File: config.mk
export PLATFORM = sky130hd
export DESIGN_NAME = my_sram_fifo
export DESIGN_NICKNAME = d
export VERILOG_FILES = /design/src/rtl/my_sram_fifo.sv
export SDC_FILE = /design/constraint.sdc
export NUM_CORES = 1
export LEC_CHECK = 0
export BUFFER_PORTS_ARGS = -buffer_cell sky130_fd_sc_hd__buf_2
export CORE_MARGIN = 1.5
export CORE_UTILIZATION = 45
export DETAILED_ROUTE_END_ITERATION = 7
export PLACE_DENSITY = 0.59
export REMOVE_ABC_BUFFERS = 1
export SLEW_MARGIN = 20
export SYNTH_ARGS = -nofsm -noshare
export SYNTH_HDL_FRONTEND = slang
export SYNTH_SLANG_ARGS = --single-unit
File: constraint.sdc
create_clock -name clk -period 3.2 [get_ports clk]
set_input_delay 0.32 -clock clk [delete_from_list [all_inputs] [get_ports clk]]
set_output_delay 0.32 -clock clk [all_outputs]
set_load 0.02 [all_outputs]
File: src/rtl/my_sram_fifo.sv
// my_sram_fifo: single-clock FIFO on a small register-file SRAM.
//
// It holds word_depth words of BITS bits each. Circular read and write
// pointers wrap naturally because word_depth = 2**addr_width.
//
// Ports:
//   clk      in   clock; all state updates on the rising edge
//   rst      in   asynchronous active-high reset
//   read     in   pop request
//   write    in   push request
//   data_in  in   word to push
//   data_out out  registered word popped by the last accepted read
//   ready    out  FIFO holds at least one word
//   overflow out  a write was dropped because the FIFO was full
//
// Build option: when MY_SRAM_FIFO_STICKY_OVF_EN is defined, overflow
// latches on the first dropped write and stays set until rst. Otherwise
// overflow is a one-cycle pulse for each dropped write.
module my_sram_fifo #(
  parameter int BITS       = 12,
  parameter int word_depth = 8,
  parameter int addr_width = 3
) (
  input  logic            clk,
  input  logic            rst,
  input  logic            read,
  input  logic            write,
  input  logic [BITS-1:0] data_in,
  output logic [BITS-1:0] data_out,
  output logic            ready,
  output logic            overflow
);

  localparam logic [addr_width:0] FULL = (addr_width+1)'(word_depth);

  logic [BITS-1:0]       mem [word_depth];
  logic [addr_width-1:0] wr_ptr;
  logic [addr_width-1:0] rd_ptr;
  logic [addr_width:0]   count;
  logic [addr_width:0]   count_next;
  logic                  rd_ok;
  logic                  wr_ok;
  logic                  drop;

  // A read frees a slot in the same cycle, so a full FIFO still accepts
  // a write when it is paired with an accepted read. There is no bypass:
  // a read from an empty FIFO is ignored even when a write arrives with it.
  always_comb begin
    rd_ok = read && (count != '0);
    wr_ok = write && ((count < FULL) || rd_ok);
    drop  = write && !wr_ok;
    count_next = count;
    case ({wr_ok, rd_ok})
      2'b10:   count_next = count + 1'b1;
      2'b01:   count_next = count - 1'b1;
      default: count_next = count;
    endcase
  end

  // Storage is left uninitialised by reset; only the control state clears.
  always_ff @(posedge clk) begin
    if (wr_ok) begin
      mem[wr_ptr] <= data_in;
    end
  end

  always_ff @(posedge clk or posedge rst) begin
    if (rst) begin
      wr_ptr   <= '0;
      rd_ptr   <= '0;
      count    <= '0;
      data_out <= '0;
      ready    <= 1'b0;
      overflow <= 1'b0;
    end else begin
      if (wr_ok) begin
        wr_ptr <= wr_ptr + 1'b1;
      end
      if (rd_ok) begin
        data_out <= mem[rd_ptr];
        rd_ptr   <= rd_ptr + 1'b1;
      end
      count <= count_next;
      // ready is registered from count_next so it moves on the same edge as count.
      ready <= (count_next != '0);
`ifdef MY_SRAM_FIFO_STICKY_OVF_EN
      overflow <= overflow | drop;
`else
      overflow <= drop;
`endif
    end
  end

endmodule

After elaboration in Yosys (flattened, before gate mapping)
Memories as Yosys holds them, arrays and structs flattened. A register that Yosys moved wholly into a read port is not among the register bits.
Index checks and enable logic that the tools add are counted.

operators by class
  multiplexer cells = 3
  add/sub/neg operators = 4
  eq/ne operators = 2
  reduce and logical (&&, ||, !) cells = 7
  magnitude comparators = 1

operators with widths
  cell                                                                 number
  4-bit case mux with 2 select lines                                   1
  4-bit nonzero test                                                   2
  3-bit by 1-bit adder with 3-bit output (second input constant)       2
  4-bit by 1-bit adder with 4-bit output (second input constant)       1
  4-bit less-than comparator (second input constant)                   1
  4-bit by 1-bit subtractor with 4-bit output (second input constant)  1
  1-bit logical AND                                                    3
  2-bit by 1-bit == test with 1-bit output (second input constant)     1
  2-bit == test (second input constant)                                1
  1-bit two-way mux                                                    2
  1-bit logical NOT                                                    1
  1-bit logical OR                                                     1

storage, ports and cells
  word-level logic and storage cells = 23
  output and inout port bits = 14
  memories kept = 1
  input port bits = 16
  bits in registers = 12
  memory bits (writable) = 96

memory list
  name  depth  bits a word  rd ports  clocked after memory_dff  write ports  RTL line  source
  mem   8      12           1         1                         1            36        logic [BITS-1:0] mem [word_depth];

Logic depth before layout (Yosys ltp)
Gate-level depths: netlist of the first run.

  depth after elaboration = 7
  depth in mapped cells = 10
  depth with buffers taken out = 9

Least setup slack after synthesis of the first run
OpenSTA, ideal clock, no wires.

  kind = register to register
  start point = register count[0]
  end point = register ready
  buffers on the path = 1
  stages on the path, launching flop included = 11
  arrival = 2.627 ns
  path slack = 0.434 ns
  cell sequence = dfrtp_1 > buf_4 > o41ai_4 > inv_2 > ha_1 > xor2_1 > ha_1 > a21oi_2 > mux2i_1 > xnor2_1 > or4b_1

on the way
  longest elaborated chain between the ends = 7

RTL lines
  element                                                                           RTL line  source
  start: declaration                                                                39        logic [addr_width:0] count;
  start signal: assignment                                                          83        count <= count_next;
  4-bit nonzero test *                                                              49        rd_ok = read && (count != '0);
  1-bit logical AND *                                                               49
  via rd_ok                                                                         41        logic rd_ok;
  1-bit logical OR                                                                  50        wr_ok = write && ((count < FULL) || rd_ok);
  1-bit logical AND                                                                 50
  2-bit by 1-bit == test with 1-bit output / 2-bit == test (equally long branches)  53        case ({wr_ok, rd_ok})
  4-bit case mux with 2 select lines *                                              53
  via count_next[2]                                                                 40        logic [addr_width:0] count_next;
  4-bit nonzero test *                                                              85        ready <= (count_next != '0);
  end signal: assignment                                                            85
  end: declaration                                                                  30        output logic ready,

The timed path passes the listed nets; every way through them passes the cells marked *.
A chain may end at the register's enable or synchronous reset.

Worst setup path in the final report of the first run
Same ends and word-level chain as after synthesis.

==> results of run 1 <==
state kept, by name, summed over array words and instances, names as in the netlist:
name	cells
wr_ptr	3
ready	1
count	4
rd_ptr	3
data_out	12
mem	96
overflow	1
critical path, delay by kind of cell (launching register included):
family                   cells  cell delay [ns]
flip-flops                   1             0.49
XOR/XNOR                     2             0.26
adder cells (fa/ha/maj)      2             0.48
AO/OA/AOI/OAI                2             0.53
multiplexers                 1             0.25
buffers and inverters        1             0.09
AND/OR/NAND/NOR              1             0.52
kinds of logic after synthesis:
| group | count (synthesis) | share of synthesized area |
|---|---|---|
| multiplexers | 51 | 0.112 |
| AO/OA/AOI/OAI | 42 | 0.0655 |
| flip-flops | 120 | 0.720 |
| adder cells (fa/ha/maj) | 5 | 0.0129 |
| AND/OR/NAND/NOR | 55 | 0.0554 |
| XOR/XNOR | 6 | 0.0109 |
| buffers and inverters | 18 | 0.0228 |
layout by cell type, fill, tap and decap left out, types with 2 or more instances in the layout:
master,synthesis,layout
buf_2,4,29
clkinv_2,0,3
dfrtp_1,24,23
nand2b_1,4,4
nor3_2,0,2
clkbuf_16,0,16
ha_1,5,5
o21ai_1,12,12
mux2i_1,25,25
bufinv_16,0,6
nor4b_1,2,2
edfxtp_1,96,96
buf_4,4,11
nor2_1,12,12
o21ai_0,2,2
nand2_1,24,24
xnor2_1,5,5
o22ai_1,12,12
inv_2,1,2
nand3_1,4,4
nor3b_1,2,2
clkinvlp_4,0,4
a221o_1,12,12
mux2_2,25,25
metrics by stage:
stage / worst slack [ns] / utilization / power [mW]
6_report: 0.462 / 0.562 / 5.81
5_1_grt: 0.322 / 0.562 / 6.11
4_1_cts: 0.450 / 0.561 / 5.88
3_5_place_dp: 0.449 / 0.498 / 3.80
3_3_place_gp: 0.544 / 0.498 / 3.76
2_1_floorplan: 0.0136 / - / 3.29
routing by layer:
metal / global-route usage / part of all wire
met2: 0.286 / 0.50
met3: 0.0474 / 0.040
met4: 0.0695 / 0.0075
met1: 0.233 / 0.45
met5: 0 / 0
power breakdown:
part,switching [mW],internal [mW]
Combinational,0.840,0.674
Clock,0.649,1.41
Sequential,0.223,2.01
Yosys cell counts, drive strengths merged, types with 2 or more instances:
master,instances
o21ai,14
mux2,26
a221o,12
buf,11
nor3b,2
nor3,2
ha,5
nand2b,4
nor2b,2
o22ai,12
nor2,12
clkbuf,4
inv,3
nor4b,2
nand2,24
xnor2,5
nand3,4
dfrtp,24
edfxtp,96
mux2i,25
path summary, 6_finish.rpt:
path | start | end | slack, ns | cells after the start
min | write | overflow$_DFF_PP0_ | 0.07 | 3
min in group asynchronous | rst | data_out[11]$_DFFE_PP0P_ | 0.43 | 3
max in group asynchronous | rst | rd_ptr[1]$_DFFE_PP0P_ | 2.35 | 3
max reg2reg | count[0]$_DFF_PP0_ | ready$_DFF_PP0_ | 0.46 | 9
max | count[0]$_DFF_PP0_ | ready$_DFF_PP0_ | 0.46 | 9
min reg2reg | data_out[11]$_DFFE_PP0P_ | data_out[11]$_DFFE_PP0P_ | 0.48 | 2
cell type report:
type	instances	share of cell area
clock buffers	18	0.0718
clock inverters	14	0.0393
inverters	3	0.00193
multi-input cells	159	0.215
flip-flops and latches	120	0.598
well taps	136	0.0292
repair buffers	42	0.0443
repair_timing:
action                                  4_1_cts  5_1_grt
endpoints found under the setup margin        0        0
endpoints found under the hold margin         0       24
hold buffers                                  0        1
==> impl_results.md, run 1 <==
- Pwr per Cell Area: 997 nW/µm²
- TritonCTS buffer count: 17
- Width of the die: 107 µm
- Initial detailed-routing violation count: 162
- Htree depth: 4
- CP Max Fanout: 8
- Setup Skew: 0.00739 ns
- Layout cell share with drive strength beyond 1: 0.295
- CTS root buffer: clkbuf_8
- Max VDD drop: 0.380 mV
- Max Clock Freq: 0.365 GHz
- Max_slew headroom: 0.441
- Area leader, netlist: edfxtp_1
- Top-level I/O count: 30
- Grt ovf: 0
- Min Tclk post-route: 2.74 ns
- Antenna viol nets, final: 0
- Diodes inserted: 0
- Vias in the first global route: 2,589
- DRC viols: 0
- Sequential share of the synthesized area: 0.720
- Final #Nets: 364
- RSZ-0062 raised after global routing: false
- Final slew viol count: 0
- Placed Area: 5170 µm²
- Post-CTS sizing: 0
- Clk pin slew, worst setup/hold paths: 0.06 ns
- MaxCap Viol Count: 0
- Setup CP Type: flop to flop
- Sequential cell area: 3480 µm²
- Die Ht: 107 µm
- Largest stage delay on the critical path: 0.52 ns
- Mapped Area: 4840 µm²
- Share of the synthesized area in the top cell type: 0.596
- Synth area leaders: edfxtp_1 (60%), dfrtp_1 (12%), mux2_2 (5.8%), mux2i_1 (5.2%), a221o_1 (2.5%)
- CP Cell Sequence: o41ai_4 > inv_2 > ha_1 > xor2_1 > ha_1 > a21oi_2 > mux2i_1 > xnor2_1 > or4b_1
- First-pass GRT wire length: 14,500 µm
- Synth Instances: 297
- Final setup TNS: 0 ns
- Syn Area/Cell: 16.3 µm²
- PortBufs: 29
- Vias/cell: 5.29
- Gr usage total: 0.178
- Slowest cell on the critical path: or4b_1
- CTS tree: built
- Final Cell Area: 5820 µm²
- Req. time, crit path: 3.57 ns
- Status: finished, final reports clean
- Main flop type after synthesis: edfxtp_1
- Fillcell total: 849
- Std-Cell Rows: 37
- Placed cells: 459
- Multi-input gate area: 1250 µm²
- Final Non-Filler Cells: 492
- Distinct cell type count after synthesis: 34
- Die ar.: 11,400 µm²
- CTS Buffer Depth: 2
- Crit share post-route: 0.856
- Antenna violations before repair: 0
- Clock Latency Late Sink: 0.50 ns
- Post-CTS Setup Bufs: 0
- CP Launch Type: flop
- Routed wire length: 9080 µm
- Final setup viols: 0
- Avg WL per Cell: 18.5 µm
- First-pass DRT Iterations: 4
- Core footprint: 10,400 µm²
- Starting Density: 0.466
- Post-synth EDFFs: 96
- DP HPWL: 5140 µm
- YS warnings: 0
- Slew @ Worst Pin: 0.835 ns
- Yosys reg bits: 120
- Area Overhead vs Synth: 20.4%
- Hold/Removal Path Class: input pin to flop
- Pin count of the biggest net entering global routing: 37
- CP most frequent cell: ha_1
- Hold WS: 0.0676 ns
- Via count: 2,603
- Worst Setup End Kind: flop
- LEAKAGE: 2.15 nW
- CP arrival: 3.11 ns
- Clock sink count: 120
- Synth async-reset ratio: 0.200
- Routability congestion estimate: 0.706
- Final Hold Fails: 0
Note: power is estimated with default switching activity, not from simulation.
==> run 2: changes to the inputs <==
--- a/config.mk
+++ b/config.mk
@@ -5,11 +5,12 @@
 export SDC_FILE = /design/constraint.sdc
 export NUM_CORES = 1
 export LEC_CHECK = 0
+export ABC_AREA = 1
 export BUFFER_PORTS_ARGS = -buffer_cell sky130_fd_sc_hd__buf_2
 export CORE_MARGIN = 1.5
-export CORE_UTILIZATION = 45
+export CORE_UTILIZATION = 50
 export DETAILED_ROUTE_END_ITERATION = 7
-export PLACE_DENSITY = 0.59
+export PLACE_DENSITY = 0.65
 export REMOVE_ABC_BUFFERS = 1
 export SLEW_MARGIN = 20
 export SYNTH_ARGS = -nofsm -noshare
==> run 2 against run 1 <==
Sequential share of layout area is 1.1 points higher. Utilization is 5.1 points higher. Synthesized cell count is 37% higher. Worst hold slack worse by 0.025 ns. Clock skew hardly changed. Synthesized area is 0.88% higher. Count of clock-buffer cells in the layout is 2 higher. Highest routed layer unchanged.
==> impl_results.md, run 2 <==
- Status: finished, final reports clean
- Max_slew headroom: 0.321 (-0.120)
- Design Power: 5.61 mW (-3.3%)
- Antenna violations before repair: 0 (unchanged)
- Top-level I/O count: 30 (unchanged)
- Post-synth EDFFs: 96 (unchanged)
- Req. time, crit path: 3.59 ns (+0.02 ns)
- RSZ-0062 raised after global routing: false
- Final #Nets: 467 (+28%)
- Syn Area/Cell: 12.0 µm² (-26%)
- Vias/cell: 5.35 (+1.2%)
- Via count: 3,148 (+21%)
- Setup CP Type: flop to flop
- CTS root buffer: clkbuf_8
- Diodes inserted: 0 (unchanged)
- Antenna viol nets, final: 0 (unchanged)
- CTS tree: built
- Main flop type after synthesis: edfxtp_1
- Max VDD drop: 0.703 mV (+85%)
- Most instantiated cells after synthesis: edfxtp_1 (96), nor2_1 (81), nand2_1 (59), o21ai_0 (39)
- YS warnings: 0 (unchanged)
- Clk pin slew, worst setup/hold paths: 0.06 ns (about the same)
- Die Ht: 102 µm (-4.6%)
- TritonCTS buffer count: 17 (unchanged)
- DRC viols: 0 (unchanged)
- CTS Buffer Depth: 2 (unchanged)
- Util after Layout: 0.613 (+0.0512)
- Htree depth: 4 (unchanged)
- Hold/Removal Path Class: input pin to flop
- CP Max Fanout: 16 (+8)
- Hold WS: 0.0423 ns (-0.0252 ns)
- Met3 Use GR: 0.0580 (+0.0106)
- Synth area leaders: edfxtp_1 (59%), dfrtp_1 (12%), nor2_1 (6.2%), nand2_1 (4.5%), o21ai_0 (4.0%)
- Final setup viols: 0 (unchanged)
- First-pass GRT wire length: 15,900 µm (+9.7%)
- Gr usage total: 0.217 (+0.0384)
- Initial detailed-routing violation count: 181 (+12%)
- Largest Register: mem
- Width of the die: 102 µm (-4.6%)
- Routability congestion estimate: 0.814 (+15%)
- Area Overhead vs Synth: 17.2%
- Final Hold Fails: 0 (unchanged)
- Crit share post-route: 0.792 (-0.0633)
- Pin count of the biggest net entering global routing: 50 (+35%)
- Avg WL per Cell: 17.3 µm (-6.5%)
- M2 GR Usage: 0.351 (+0.0646)
- Min Tclk post-route: 2.54 ns (-0.203 ns)
- Grt ovf: 0 (unchanged)
- Layout cell share with drive strength beyond 1: 0.172 (-0.123)
- First-pass DRT Iterations: 4 (unchanged)
- Mapped Area: 4880 µm² (+0.88%)
- Clock Latency Late Sink: 0.51 ns (about the same)
- Core footprint: 9330 µm² (-10%)
- Max Clock Freq: 0.394 GHz (+8.0%)
- Die ar.: 10,400 µm² (-9.0%)
- Pwr per Cell Area: 982 nW/µm² (-1.5%)
- Final Worst Setup Slack: 0.665 ns (+0.203 ns)
- LEAKAGE: 2.17 nW (+0.82%)
- Distinct cell type count after synthesis: 25 (-26%)
- MaxCap Viol Count: 0 (unchanged)
- Pre-CTS setup slack: 0.662 ns (+0.213 ns)
- Synth Instances: 406 (+37%)
- CP Launch Type: flop
- Grt met1 use: 0.278 (+0.0447)
- Vias in the first global route: 3,063 (+18%)
- Share of the synthesized area in the top cell type: 0.591 (-0.00520)
- Final slew viol count: 0 (unchanged)
- Most numerous cell in the Yosys netlist: edfxtp_1
- Sequential share of the synthesized area: 0.714 (-0.00628)
- Setup Skew: 0.00725 ns (-0.000142 ns)
- Commonest non-fill, non-tap cell in the layout: edfxtp_1
- Worst Setup End Kind: flop
- Most Used Layer, Global Route: met2
- Final setup TNS: 0 ns (unchanged)
- CP arrival: 2.92 ns (-0.19 ns)
- Slew @ Worst Pin: 1.01 ns (+0.177 ns)
- Routed wire length: 10,200 µm (+12%)
- Post-CTS sizing: 0 (unchanged)
- Std-Cell Rows: 35 (-5.4%)
- Synth async-reset ratio: 0.200 (unchanged)
- Clock sink count: 120 (unchanged)
- Largest registers: mem (96), data_out (12), count (4)
- Max reg flops: 96 (unchanged)
- Post-CTS Setup Bufs: 0 (unchanged)
- PortBufs: 29 (unchanged)
- DP HPWL: 5670 µm (+10%)
- Yosys reg bits: 120 (unchanged)
- Starting Density: 0.523 (+0.0567)
- Most frequent cells in the layout: edfxtp_1 (96), nor2_1 (81), nand2_1 (59)
- Area leader, netlist: edfxtp_1
==> run 2: cell types whose count changed in the layout (fill, tap and decap cells not counted), sizes merged, moves of 23 or more <==
cell,before,now
o211ai,1,24
o21ai,14,50
nor2,12,85
mux2i,25,0
nand2,24,62
mux2,26,0
==> run 2: cell type report <==
cell class | instances | area [µm²]
timing repair buffer | 40 | 230
fill | 740 | 3610
sequential | 120 | 3480
tap | 129 | 161
inverter | 16 | 60.1
multi-input combinational | 251 | 1220
clock buffer | 20 | 435
clock inverter | 12 | 128
==> run 2: metal layers <==
layer / vias to the layer above / part of all wire
li1: 1509 / -
met4: 0 / 0.011
met1: 1518 / 0.44
met3: 12 / 0.062
met5: - / 0
met2: 109 / 0.49
==> run 2: worst paths after layout <==
| kind | depth (start not counted) | slack, ns | end | startpoint |
|---|---|---|---|---|
| worst max-delay path | 15 | 0.66 | ready$_DFF_PP0_ | count[1]$_DFF_PP0_ |
| worst min-delay path | 3 | 0.04 | overflow$_DFF_PP0_ | write |
| worst max register to register | 15 | 0.66 | ready$_DFF_PP0_ | count[1]$_DFF_PP0_ |
| worst min register to register | 2 | 0.48 | data_out[2]$_DFFE_PP0P_ | data_out[2]$_DFFE_PP0P_ |
| max in group asynchronous | 3 | 2.26 | rd_ptr[2]$_DFFE_PP0P_ | rst |
| min in group asynchronous | 3 | 0.47 | data_out[8]$_DFFE_PP0P_ | rst |
==> run 2: what timing repair did <==
| item | in CTS | in global routing |
|---|---|---|
| setup endpoints to repair | 0 | 0 |
| hold buffers | 0 | 1 |
| endpoints found under the hold margin | 0 | 24 |
==> run 2: report_power, final <==
group          internal [mW]  total, mW  leakage (nW)  switching, mW
combinational          0.527       1.64         0.751           1.11
clock                   1.12       1.78         0.258          0.655
sequential              2.01       2.20          1.16          0.191
==> run 2: cell families after synthesis <==
kind of cell,after synthesis,share of synthesized area
fa+ha+maj,5,0.0128
simple gates,168,0.141
xor+xnor,4,0.00718
flops,120,0.714
buf+inv,35,0.0364
compound gates,74,0.0882
==> run 2: critical path: stages (launching register included) <==
cell and delay, ns:
dfrtp_1 0.42, nor2_1 0.16, nand3_2 0.11, nand2_4 0.21, nand2_2 0.09, nand2_2 0.12, ha_1 0.25, nand2_1 0.07
inv_1 0.07, nor2_1 0.05, ha_1 0.26, nand2_1 0.06, nand2_1 0.05, or2_2 0.29, nor2_1 0.11, nand3_1 0.08
==> run 2: through the flow <==
stage	std cells	cell area, µm²
3_5_place_dp	555	5140
5_1_grt	588	5720
4_1_cts	587	5710
6_report	588	5720
2_1_floorplan	387	4760
3_3_place_gp	555	5140
==> run 3: changes to the inputs <==
--- a/config.mk
+++ b/config.mk
@@ -5,7 +5,7 @@
 export SDC_FILE = /design/constraint.sdc
 export NUM_CORES = 1
 export LEC_CHECK = 0
-export ABC_AREA = 1
+export ABC_AREA = 0
 export BUFFER_PORTS_ARGS = -buffer_cell sky130_fd_sc_hd__buf_2
 export CORE_MARGIN = 1.5
 export CORE_UTILIZATION = 50
==> constraint.sdc (replaced) <==
create_clock -name clk -period 2.6 [get_ports clk]
set_input_delay 0.26 -clock clk [delete_from_list [all_inputs] [get_ports clk]]
set_output_delay 0.26 -clock clk [all_outputs]
set_load 0.02 [all_outputs]
==> run 3 against run 2 <==
Register-to-register slack lost 0.55 ns. Utilization grew 2.3 points. Fmax grew 2.1%. Count of clock-buffer cells in the layout shrank 2. Clock power grew 38%. Critical path type unchanged. Highest routed layer unchanged.
==> impl_results.md, run 3 (synthesis results as in run 1) <==
- Commonest non-fill, non-tap cell in the layout: edfxtp_1
- Worst Setup End Kind: flop
- Core footprint: 9330 µm² (unchanged)
- Clk pin slew, worst setup/hold paths: 0.06 ns (about the same)
- CP arrival: 2.86 ns (-0.06 ns)
- Status: finished, final reports clean
- Width of the die: 101 µm (-0.42%)
- TritonCTS buffer count: 17 (unchanged)
- Final setup viols: 0 (unchanged)
- Hold WS: 0.0191 ns (-0.0232 ns)
- Hold/Removal Path Class: input pin to flop
- Diodes inserted: 0 (unchanged)
- Final Hold Fails: 0 (unchanged)
- Routability congestion estimate: 0.773 (-5.1%)
- Largest Register: mem
- Util after Layout: 0.636 (+0.0228)
- Antenna violations before repair: 0 (unchanged)
- Crit path max-delay family: simple AND/OR/NAND/NOR gates
- CP Cell Sequence: o41ai_4 > inv_2 > ha_2 > xor2_1 > ha_1 > a21oi_2 > mux2i_1 > xnor2_1 > or4b_1
- CTS tree: built
- First-pass DRT Iterations: 4 (unchanged)
- Largest registers: mem (96), data_out (12), count (4)
- Crit share post-route: 0.955 (+0.162)
- Gr usage total: 0.196 (-0.0204)
- First-pass GRT wire length: 14,200 µm (-11%)
- Pwr per Cell Area: 1210 nW/µm² (+23%)
- R2R Path End: ready$_DFF_PP0_
- Vias/cell: 5.25 (-2.0%)
- Most frequent cells in the layout: edfxtp_1 (96), buf_2 (29), buf_4 (26)
- P_int: 5.04 mW (+38%)
- Worst Hold Path EP: mem[0][2]$_DFFE_PP_
- LEAKAGE: 2.22 nW (+2.7%)
- Switching Share: 0.298 (-0.0511)
- Routed wire length: 9130 µm (-10%)
- Req. time, crit path: 2.98 ns (-0.61 ns)
- Comb pwr share: 0.281 (-0.011)
- Sequential Power Share: 0.378 (-0.013)
- Slew @ Worst Pin: 0.834 ns (-0.179 ns)
- Clock Latency Late Sink: 0.51 ns (about the same)
- Pin count of the biggest net entering global routing: 27 (-46%)
- R2r startpoint: count[2]$_DFF_PP0_
- Avg WL per Cell: 18.2 µm (+5.4%)
- Die Ht: 101 µm (-0.42%)
- Slowest cell on the critical path: or4b_1
- CP Max Fanout: 3 (-13)
- Area Overhead vs Synth: 22.6%
- CTS Buffer Depth: 2 (unchanged)
- Design Power: 7.18 mW (+28%)
- PortBufs: 29 (unchanged)
- Die ar.: 10,300 µm² (-0.84%)
- WP buf/inv: 1 (unchanged)
- Via count: 2,635 (-16%)
- Grt ovf: 0 (unchanged)
- Cell depth of the worst setup path: 9 (-6)
- Clock power share: 0.341 (+0.025)
- Std-Cell Rows: 35 (unchanged)
- Net Switching: 2.14 mW (+9.1%)
- DP HPWL: 5490 µm (-3.2%)
- Max Clock Freq: 0.403 GHz (+2.1%)
- Hold Path Depth: 1 (-2)
- R2R setup slack: 0.12 ns (-0.55 ns)
- FF-to-FF path depth: 9 (-6)
- Htree depth: 4 (unchanged)
- DRC viols: 0 (unchanged)
- Min Tclk post-route: 2.48 ns (-0.0530 ns)
- Largest stage delay on the critical path: 0.51 ns (+0.09 ns)
- Initial detailed-routing violation count: 183 (+1.1%)
- Layout cell share with drive strength beyond 1: 0.324 (+0.152)
- Clock sink count: 120 (unchanged)
- Max VDD drop: 0.552 mV (-22%)
- CTS root buffer: clkbuf_8
- Starting Density: 0.518 (-0.00456)
- CP Launch Type: flop
- Final slew viol count: 0 (unchanged)
- Max_slew headroom: 0.444 (+0.123)
- Top-level I/O count: 30 (unchanged)
- MaxCap Viol Count: 0 (unchanged)
- Vias in the first global route: 2,604 (-15%)
- RSZ-0062 raised after global routing: false
- Antenna viol nets, final: 0 (unchanged)
- Max reg flops: 96 (unchanged)
- Setup CP Type: flop to flop
- Final #Nets: 381 (-18%)
- Hold wc startpoint: data_in[2]
- Setup Skew: 0.00525 ns (-0.00201 ns)
## run 3: worst max-delay path by stage
stage,startpoint,end,slack [ns]
6_report,count[2]$_DFF_PP0_,ready$_DFF_PP0_,0.12
5_1_grt,count[2]$_DFF_PP0_,ready$_DFF_PP0_,0.01
4_1_cts,count[0]$_DFF_PP0_,ready$_DFF_PP0_,0.07
3_5_place_dp,count[0]$_DFF_PP0_,ready$_DFF_PP0_,0.08
3_3_place_gp,count[0]$_DFF_PP0_,ready$_DFF_PP0_,0.09
2_1_floorplan,count[0]$_DFF_PP0_,ready$_DFF_PP0_,-0.59
## run 3: per-stage QoR
step           setup TNS [ns]  worst slack [ns]  instances  cell area (µm²)
2_1_floorplan          -0.681            -0.586        282             4740
4_1_cts                     0            0.0667        500             5910
3_3_place_gp                0            0.0913        465             5260
5_1_grt                     0            0.0136        502             5930
3_5_place_dp                0            0.0778        465             5260
6_report                    0             0.118        502             5930
## run 3: layer usage
metal	routed length (µm)	GRT usage
met1	3900	0.249
met2	4690	0.332
met3	450	0.0490
met4	92	0.0673
met5	0	0
## run 3: final cells by class
| cell class | count | area [µm²] |
|---|---|---|
| flip-flops and latches | 120 | 3480 |
| fillers | 683 | 3400 |
| multi-input cells | 159 | 1260 |
| clock buffers | 18 | 418 |
| repair buffers | 59 | 390 |
| clock inverters | 14 | 205 |
| well taps | 129 | 161 |
| inverters | 3 | 11.3 |
## run 3: power by group through the flow
stage / Sequential (mW) / Clock (mW) / Combinational (mW)
2_1_floorplan: 2.93 / 0 / 1.12
3_3_place_gp: 2.74 / 0 / 1.98
3_5_place_dp: 2.76 / 0 / 2.00
4_1_cts: 2.72 / 2.48 / 2.02
5_1_grt: 2.76 / 2.56 / 2.20
6_report: 2.71 / 2.45 / 2.01
## run 3: what timing repair did
action	4_1_cts	5_1_grt
gates resized for setup	0	2
hold buffers	3	0
endpoints found under the hold margin	23	0
setup endpoints to repair	0	1
buffers inserted	0	2
